`src/rtl/mwadd_pkg.sv`:
```
// rtl/mwadd_pkg.sv - shared FSM type, counter-width helper and reset values for multi_word_add_seq
package mwadd_pkg;

  typedef enum logic [1:0] {
    IDLE = 2'd0,
    RUN  = 2'd1,
    DONE = 2'd2
  } state_t;

  // Chunk counter width; a single-chunk build still needs one bit.
  function automatic int cnt_width(input int words);
    return (words > 1) ? $clog2(words) : 1;
  endfunction

  localparam state_t RST_STATE     = IDLE;
  localparam logic   RST_IN_READY  = 1'b1;
  localparam logic   RST_OUT_VALID = 1'b0;
  localparam logic   RST_BUSY      = 1'b0;
  localparam logic   RST_COUT      = 1'b0;

endpackage

```
`src/rtl/multi_word_add_seq_if.sv`:
```
// rtl/multi_word_add_seq_if.sv - request/result handshake bundle (sub port present when MWADD_SUB_EN is defined)
interface multi_word_add_seq_if #(
  parameter int N     = 4,
  parameter int WORDS = 4
);
  localparam int W = N * WORDS;

  logic         in_valid;
  logic         in_ready;
  logic [W-1:0] a;
  logic [W-1:0] b;
  logic         cin;
`ifdef MWADD_SUB_EN
  logic         sub;
`endif
  logic         out_valid;
  logic         out_ready;
  logic [W-1:0] sum;
  logic         cout;
  logic         busy;

`ifdef MWADD_SUB_EN
  modport master (
    output in_valid, a, b, cin, sub, out_ready,
    input  in_ready, out_valid, sum, cout, busy
  );
  modport slave (
    input  in_valid, a, b, cin, sub, out_ready,
    output in_ready, out_valid, sum, cout, busy
  );
`else
  modport master (
    output in_valid, a, b, cin, out_ready,
    input  in_ready, out_valid, sum, cout, busy
  );
  modport slave (
    input  in_valid, a, b, cin, out_ready,
    output in_ready, out_valid, sum, cout, busy
  );
`endif

endinterface

```
`src/rtl/n_bit_adder.sv`:
```
// rtl/n_bit_adder.sv - N-bit ripple-carry adder shared by the chunk sequencer
module n_bit_adder #(
  parameter int N = 4
) (
  input  logic [N-1:0] a,
  input  logic [N-1:0] b,
  input  logic         cin,
  output logic [N-1:0] sum,
  output logic         cout
);

  logic [N:0] c;

  // Chain of full-adder cells, carry rippling from bit 0 upward.
  always_comb begin
    c    = '0;
    sum  = '0;
    c[0] = cin;
    for (int i = 0; i < N; i++) begin
      sum[i]   = a[i] ^ b[i] ^ c[i];
      c[i+1]   = (a[i] & b[i]) | (c[i] & (a[i] ^ b[i]));
    end
    cout = c[N];
  end

endmodule

```
`src/rtl/multi_word_add_seq.sv`:
```
// rtl/multi_word_add_seq.sv - wide add over WORDS cycles on one N-bit adder (subtract option: MWADD_SUB_EN)
module multi_word_add_seq
  import mwadd_pkg::*;
#(
  parameter int N     = 4,
  parameter int WORDS = 4
) (
  input logic                clk,
  input logic                rst,
  multi_word_add_seq_if.slave bus
);

  localparam int W  = N * WORDS;
  localparam int CW = cnt_width(WORDS);
  localparam logic [CW-1:0] LAST = CW'(WORDS - 1);

  state_t        state;
  logic [W-1:0]  a_sh;
  logic [W-1:0]  b_sh;
  logic [W-1:0]  res;
  logic [W-1:0]  sum_r;
  logic [CW-1:0] cnt;
  logic          carry;
  logic          cout_r;
  logic          in_ready_r;
  logic          out_valid_r;
  logic          busy_r;
`ifdef MWADD_SUB_EN
  logic          sub_r;
`endif

  logic [N-1:0]  add_a;
  logic [N-1:0]  add_b;
  logic [N-1:0]  add_sum;
  logic          add_cout;
  logic [W-1:0]  res_next;

  assign add_a = a_sh[N-1:0];
`ifdef MWADD_SUB_EN
  // Two's-complement subtract: invert B here, the +1 comes from the seeded carry.
  assign add_b = b_sh[N-1:0] ^ {N{sub_r}};
`else
  assign add_b = b_sh[N-1:0];
`endif

  n_bit_adder #(.N(N)) u_adder (
    .a    (add_a),
    .b    (add_b),
    .cin  (carry),
    .sum  (add_sum),
    .cout (add_cout)
  );

  // New chunk enters the result from the top so chunk 0 ends up at the LSBs.
  generate
    if (WORDS == 1) begin : g_one
      assign res_next = add_sum;
    end else begin : g_multi
      assign res_next = {add_sum, res[W-1:N]};
    end
  endgenerate

  // Control FSM with operand shifters, carry, chunk counter and result registers.
  always_ff @(posedge clk or posedge rst) begin
    if (rst) begin
      state       <= RST_STATE;
      in_ready_r  <= RST_IN_READY;
      out_valid_r <= RST_OUT_VALID;
      busy_r      <= RST_BUSY;
      cout_r      <= RST_COUT;
      sum_r       <= '0;
      a_sh        <= '0;
      b_sh        <= '0;
      res         <= '0;
      carry       <= 1'b0;
      cnt         <= '0;
`ifdef MWADD_SUB_EN
      sub_r       <= 1'b0;
`endif
    end else begin
      case (state)
        IDLE: begin
          if (bus.in_valid && in_ready_r) begin
            a_sh       <= bus.a;
            b_sh       <= bus.b;
`ifdef MWADD_SUB_EN
            sub_r      <= bus.sub;
            carry      <= bus.sub ? 1'b1 : bus.cin;
`else
            carry      <= bus.cin;
`endif
            cnt        <= '0;
            in_ready_r <= 1'b0;
            busy_r     <= 1'b1;
            state      <= RUN;
          end
        end
        RUN: begin
          res   <= res_next;
          carry <= add_cout;
          a_sh  <= a_sh >> N;
          b_sh  <= b_sh >> N;
          if (cnt == LAST) begin
            sum_r       <= res_next;
            cout_r      <= add_cout;
            out_valid_r <= 1'b1;
            state       <= DONE;
          end else begin
            cnt <= cnt + CW'(1);
          end
        end
        DONE: begin
          if (bus.out_ready) begin
            out_valid_r <= 1'b0;
            busy_r      <= 1'b0;
            in_ready_r  <= 1'b1;
            state       <= IDLE;
          end
        end
        default: begin
          state <= IDLE;
        end
      endcase
    end
  end

  assign bus.in_ready  = in_ready_r;
  assign bus.out_valid = out_valid_r;
  assign bus.busy      = busy_r;
  assign bus.sum       = sum_r;
  assign bus.cout      = cout_r;

endmodule

```
`src/flat_wrapper.sv`:
```
// flat-port wrapper written by rule: the top's interface ports become plain ports
module multi_word_add_seq_flat import mwadd_pkg::*;
#(
  parameter int N     = 4,
  parameter int WORDS = 4
)
  (clk, rst, bus_in_valid, bus_a, bus_b, bus_cin, bus_out_ready, bus_in_ready, bus_out_valid, bus_sum, bus_cout, bus_busy);
  multi_word_add_seq_if #(.N(N), .WORDS(WORDS)) bus_i ();
  input logic clk;
  input logic rst;
  input wire logic [$bits(bus_i.in_valid)-1:0] bus_in_valid;
  input wire logic [$bits(bus_i.a)-1:0] bus_a;
  input wire logic [$bits(bus_i.b)-1:0] bus_b;
  input wire logic [$bits(bus_i.cin)-1:0] bus_cin;
  input wire logic [$bits(bus_i.out_ready)-1:0] bus_out_ready;
  output wire logic [$bits(bus_i.in_ready)-1:0] bus_in_ready;
  output wire logic [$bits(bus_i.out_valid)-1:0] bus_out_valid;
  output wire logic [$bits(bus_i.sum)-1:0] bus_sum;
  output wire logic [$bits(bus_i.cout)-1:0] bus_cout;
  output wire logic [$bits(bus_i.busy)-1:0] bus_busy;
  assign bus_i.in_valid = bus_in_valid;
  assign bus_i.a = bus_a;
  assign bus_i.b = bus_b;
  assign bus_i.cin = bus_cin;
  assign bus_i.out_ready = bus_out_ready;
  assign bus_in_ready = bus_i.in_ready;
  assign bus_out_valid = bus_i.out_valid;
  assign bus_sum = bus_i.sum;
  assign bus_cout = bus_i.cout;
  assign bus_busy = bus_i.busy;
  multi_word_add_seq #(.N(N), .WORDS(WORDS)) u_core (.clk(clk), .rst(rst), .bus(bus_i));
endmodule
```
`config.mk`:
```
export PLATFORM = sky130hd
export DESIGN_NAME = multi_word_add_seq_flat
export DESIGN_NICKNAME = d
export VERILOG_FILES = /design/src/rtl/mwadd_pkg.sv /design/src/rtl/multi_word_add_seq_if.sv /design/src/rtl/n_bit_adder.sv /design/src/rtl/multi_word_add_seq.sv /design/src/flat_wrapper.sv
export SDC_FILE = /design/constraint.sdc
export NUM_CORES = 1
export LEC_CHECK = 0
export CORE_ASPECT_RATIO = 0.7
export CORE_MARGIN = 2
export CORE_UTILIZATION = 40
export DETAILED_ROUTE_END_ITERATION = 6
export SLEW_MARGIN = 20
export SYNTH_ARGS = -nofsm -noshare
export SYNTH_HDL_FRONTEND = slang
export SYNTH_SLANG_ARGS = --single-unit
```
`constraint.sdc`:
```
create_clock -name clk -period 3.1 [get_ports clk]
set_clock_uncertainty 0.2 [all_clocks]
set_input_delay 0.775 -clock clk [delete_from_list [all_inputs] [get_ports clk]]
set_output_delay 0.775 -clock clk [all_outputs]
set_load 0.02 [all_outputs]
```
==> flow_summary_export.csv <==
group,metric,value,unit
floorplan,die-width,108.1,um
synth,synth.most_common_cell,"dfrtp_1",
min_path,hp-class,"flip-flop to flip-flop",
sta,setup_viol,0,
floorplan,dieArea,8306,um2
power_and_ir_drop,p_per_area,972.4,nW/um2
floorplan,start_util,0.4144,
setup_path,slowest_delay,0.62,ns
floorplan,ios,57,
setup_path,cp_max_fo,5,
clock_network,clk_pin_slew,0.08,ns
detailed_routing,wl_per_cell,14.88,um
clock_network,clk_latency,0.34,ns
layout,fill_cells,644,
sta,period_needed,2.511,ns
clock_network,cts_max_path_buffers,2,
sta,fmax,398.2,MHz
floorplan,dieHeight,76.86,um
global_routing,grt_max_degree,34,
detailed_routing,wirelength,5847,um
synth,synth_edf_count,0,
layout,finalNetCount,332,
synth,ys_warn_count,0,
detailed_routing,vias_per_cell,4.944,
setup_path,crit_type,"flip-flop to output port",
sta,worstMarginPinSlew,0.5409,ns
floorplan,core_region_area,7320,um2
clock_network,cts_max_level,3,
detailed_routing,drt_iter0_markers,66,
sta,hold_slack,0.2812,ns
sta,rsz0062_at_grt,"false",
detailed_routing,drc_errors,0,
placed_design,numPortBuffers,56,
placed_design,gp_congestion,0.7289,
synth,async_flop_share,1.000,
clock_network,cts_inserted_buffers,9,
setup_path,cp-start-kind,"flip-flop",
synth,ys_seq_area_frac,0.5697,
global_routing,grt-ovfl-total,0,
synth,synth_top_area_cell,"dfrtp_1",
global_routing,grt_first_pass_wirelength,9860,um
setup_path,end_kind,"output port",
clock_network,holdBufCountCts,0,
synth,syn_area,3033,um2
layout,drive_above_1_share,0.2508,
global_routing,antenna_found_initial,0,
clock_network,cts_root_buf,"clkbuf_8",
layout,area_delta_synth_final,29.66,%
clock_network,cts_tree,"done",
synth,synthTopCellsByArea,"dfrtp_1, mux2_2, mux2i_1, mux2_4, o21ai_0",
clock_network,post_cts_resized,0,
floorplan,rows,26,
setup_path,worstPathArrival,1.54,ns
synth,synth_commonest_cells,"dfrtp_1, mux2_2, o21ai_0",
synth,ys.flop_type,"dfrtp_1",
power_and_ir_drop,ir_drop,342.2,uV
setup_path,cp_top_family,"buffers and inverters",
synth,synthDistinctLibCells,32,
sta,period_share,0.8101,
detailed_routing,antenna_left,0,
layout,utilization,0.5373,
synth,yosysTopAreaCellShare,0.5611,
setup_path,cpMaxStageDelayCell,"clkdlybuf4s50_1",
layout,n_antenna_cell,0,
sta,hold_viol,0,
synth,synthCells,226,
setup_path,path_cells,"clkdlybuf4s50_1",
placed_design,dpl.hpwl,4182,um
status,status,"finished, final reports clean",
clock_network,cts_sinks,69,
setup_path,path_buf_inv,1,
power_and_ir_drop,p_leak,1.705,nW
synth,avgSynthCellArea,13.42,um2
synth,syn_nets,268,
flow_run,max-cap-violations,0,
global_routing,grt_pass1_vias,1957,
sta,drv_slew,0,
sta,relSlewSlack,0.6389,
detailed_routing,vias,1943,
global_routing,grt_usage,0.1575,
synth,ys_seq_elements,69,
sta,tns,0,ns
clock_network,post-cts-setup-buffer-count,0,
setup_path,worstPathRequired,2.12,ns
detailed_routing,first_pass_iters,4,
[state kept, by name, indices dropped and copies added (netlist names)]
name                  flops
u_core.bus.busy           1
u_core.a_sh              16
u_core.state              2
u_core.cnt                2
u_core.carry              1
u_core.bus.out_valid      1
u_core.bus.in_ready       1
u_core.bus.cout           1
u_core.bus.sum           16
u_core.b_sh              16
u_core.res               12
[cells in the final DEF, fill, tap and decap left out, types with 2 or more instances in the layout]
cell             instances
dfrtp_1                 68
clkdlybuf4s50_1         56
mux2_2                  36
o21ai_0                 21
mux2i_1                 16
o21ai_1                 15
inv_1                   11
a22o_1                   9
clkbuf_8                 9
buf_4                    9
mux2_4                   7
nand2_1                  5
fa_1                     4
nor2_1                   3
a21oi_1                  3
bufinv_16                2
clkinv_4                 2
[final cells by class]
class	count	area [um2]	share of cell area
clock buffers	9	123.9	0.03150
clock inverters	7	98.84	0.02514
multi-input cells	132	1166	0.2965
flip-flops and latches	69	1728	0.4394
well taps	98	122.6	0.03118
inverters	12	45.04	0.01145
repair buffers	66	648.1	0.1648
[path summary, 6_finish.rpt]
kind	start	endpoint	slack [ns]	cells after the start
worst min register to register	u_core.bus.sum[15]$_DFFE_PP0P_	u_core.bus.sum[15]$_DFFE_PP0P_	0.28	2
worst max-delay path	u_core.bus.in_ready$_DFFE_PP1P_	bus_in_ready	0.59	1
max in group asynchronous	rst	u_core.bus.in_ready$_DFFE_PP1P_	1.42	3
worst max register to register	u_core.carry$_DFFE_PP0P_	u_core.carry$_DFFE_PP0P_	0.65	9
worst min-delay path	u_core.bus.sum[15]$_DFFE_PP0P_	u_core.bus.sum[15]$_DFFE_PP0P_	0.28	2
min in group asynchronous	rst	u_core.a_sh[1]$_DFFE_PP0P_	0.60	2
[power breakdown]
part | internal (W) | switching, W | leakage [nW]
sequential | 0.00130 | 0.000229 | 0.859
clock | 0.000457 | 0.000354 | 0.110
combinational | 0.000802 | 0.000684 | 0.737
total | 0.00256 | 0.00127 | 1.71
[layer usage]
metal,up-vias,wire (um),track usage
met2,49,2444,0.2176
met4,0,55,0.04103
li1,928,-,-
met5,-,0,0
met3,6,326,0.06718
met1,960,3020,0.2266
[through the flow]
step / cell area, um2 / cells / total power [W] / setup slack [ns]
after floorplan: 3033 / 226 / 0.002557 / 0.3868
after global placement: 3710 / 377 / 0.003006 / 0.5754
after detailed placement: 3710 / 377 / 0.003058 / 0.5444
after CTS: 3933 / 393 / 0.003878 / 0.5705
after global routing: 3933 / 393 / 0.004112 / 0.5471
final: 3933 / 393 / 0.003824 / 0.5886
[cells by family after synthesis]
logic type,Yosys count,share of synthesized area
AOI/OAI and AO/OA,51,0.09777
and+or+nand+nor,16,0.03136
buffers and inverters,25,0.04579
adders and majority gates,5,0.03053
DFF,69,0.5697
muxes,60,0.2248
Power figures use the tool's default switching activity.
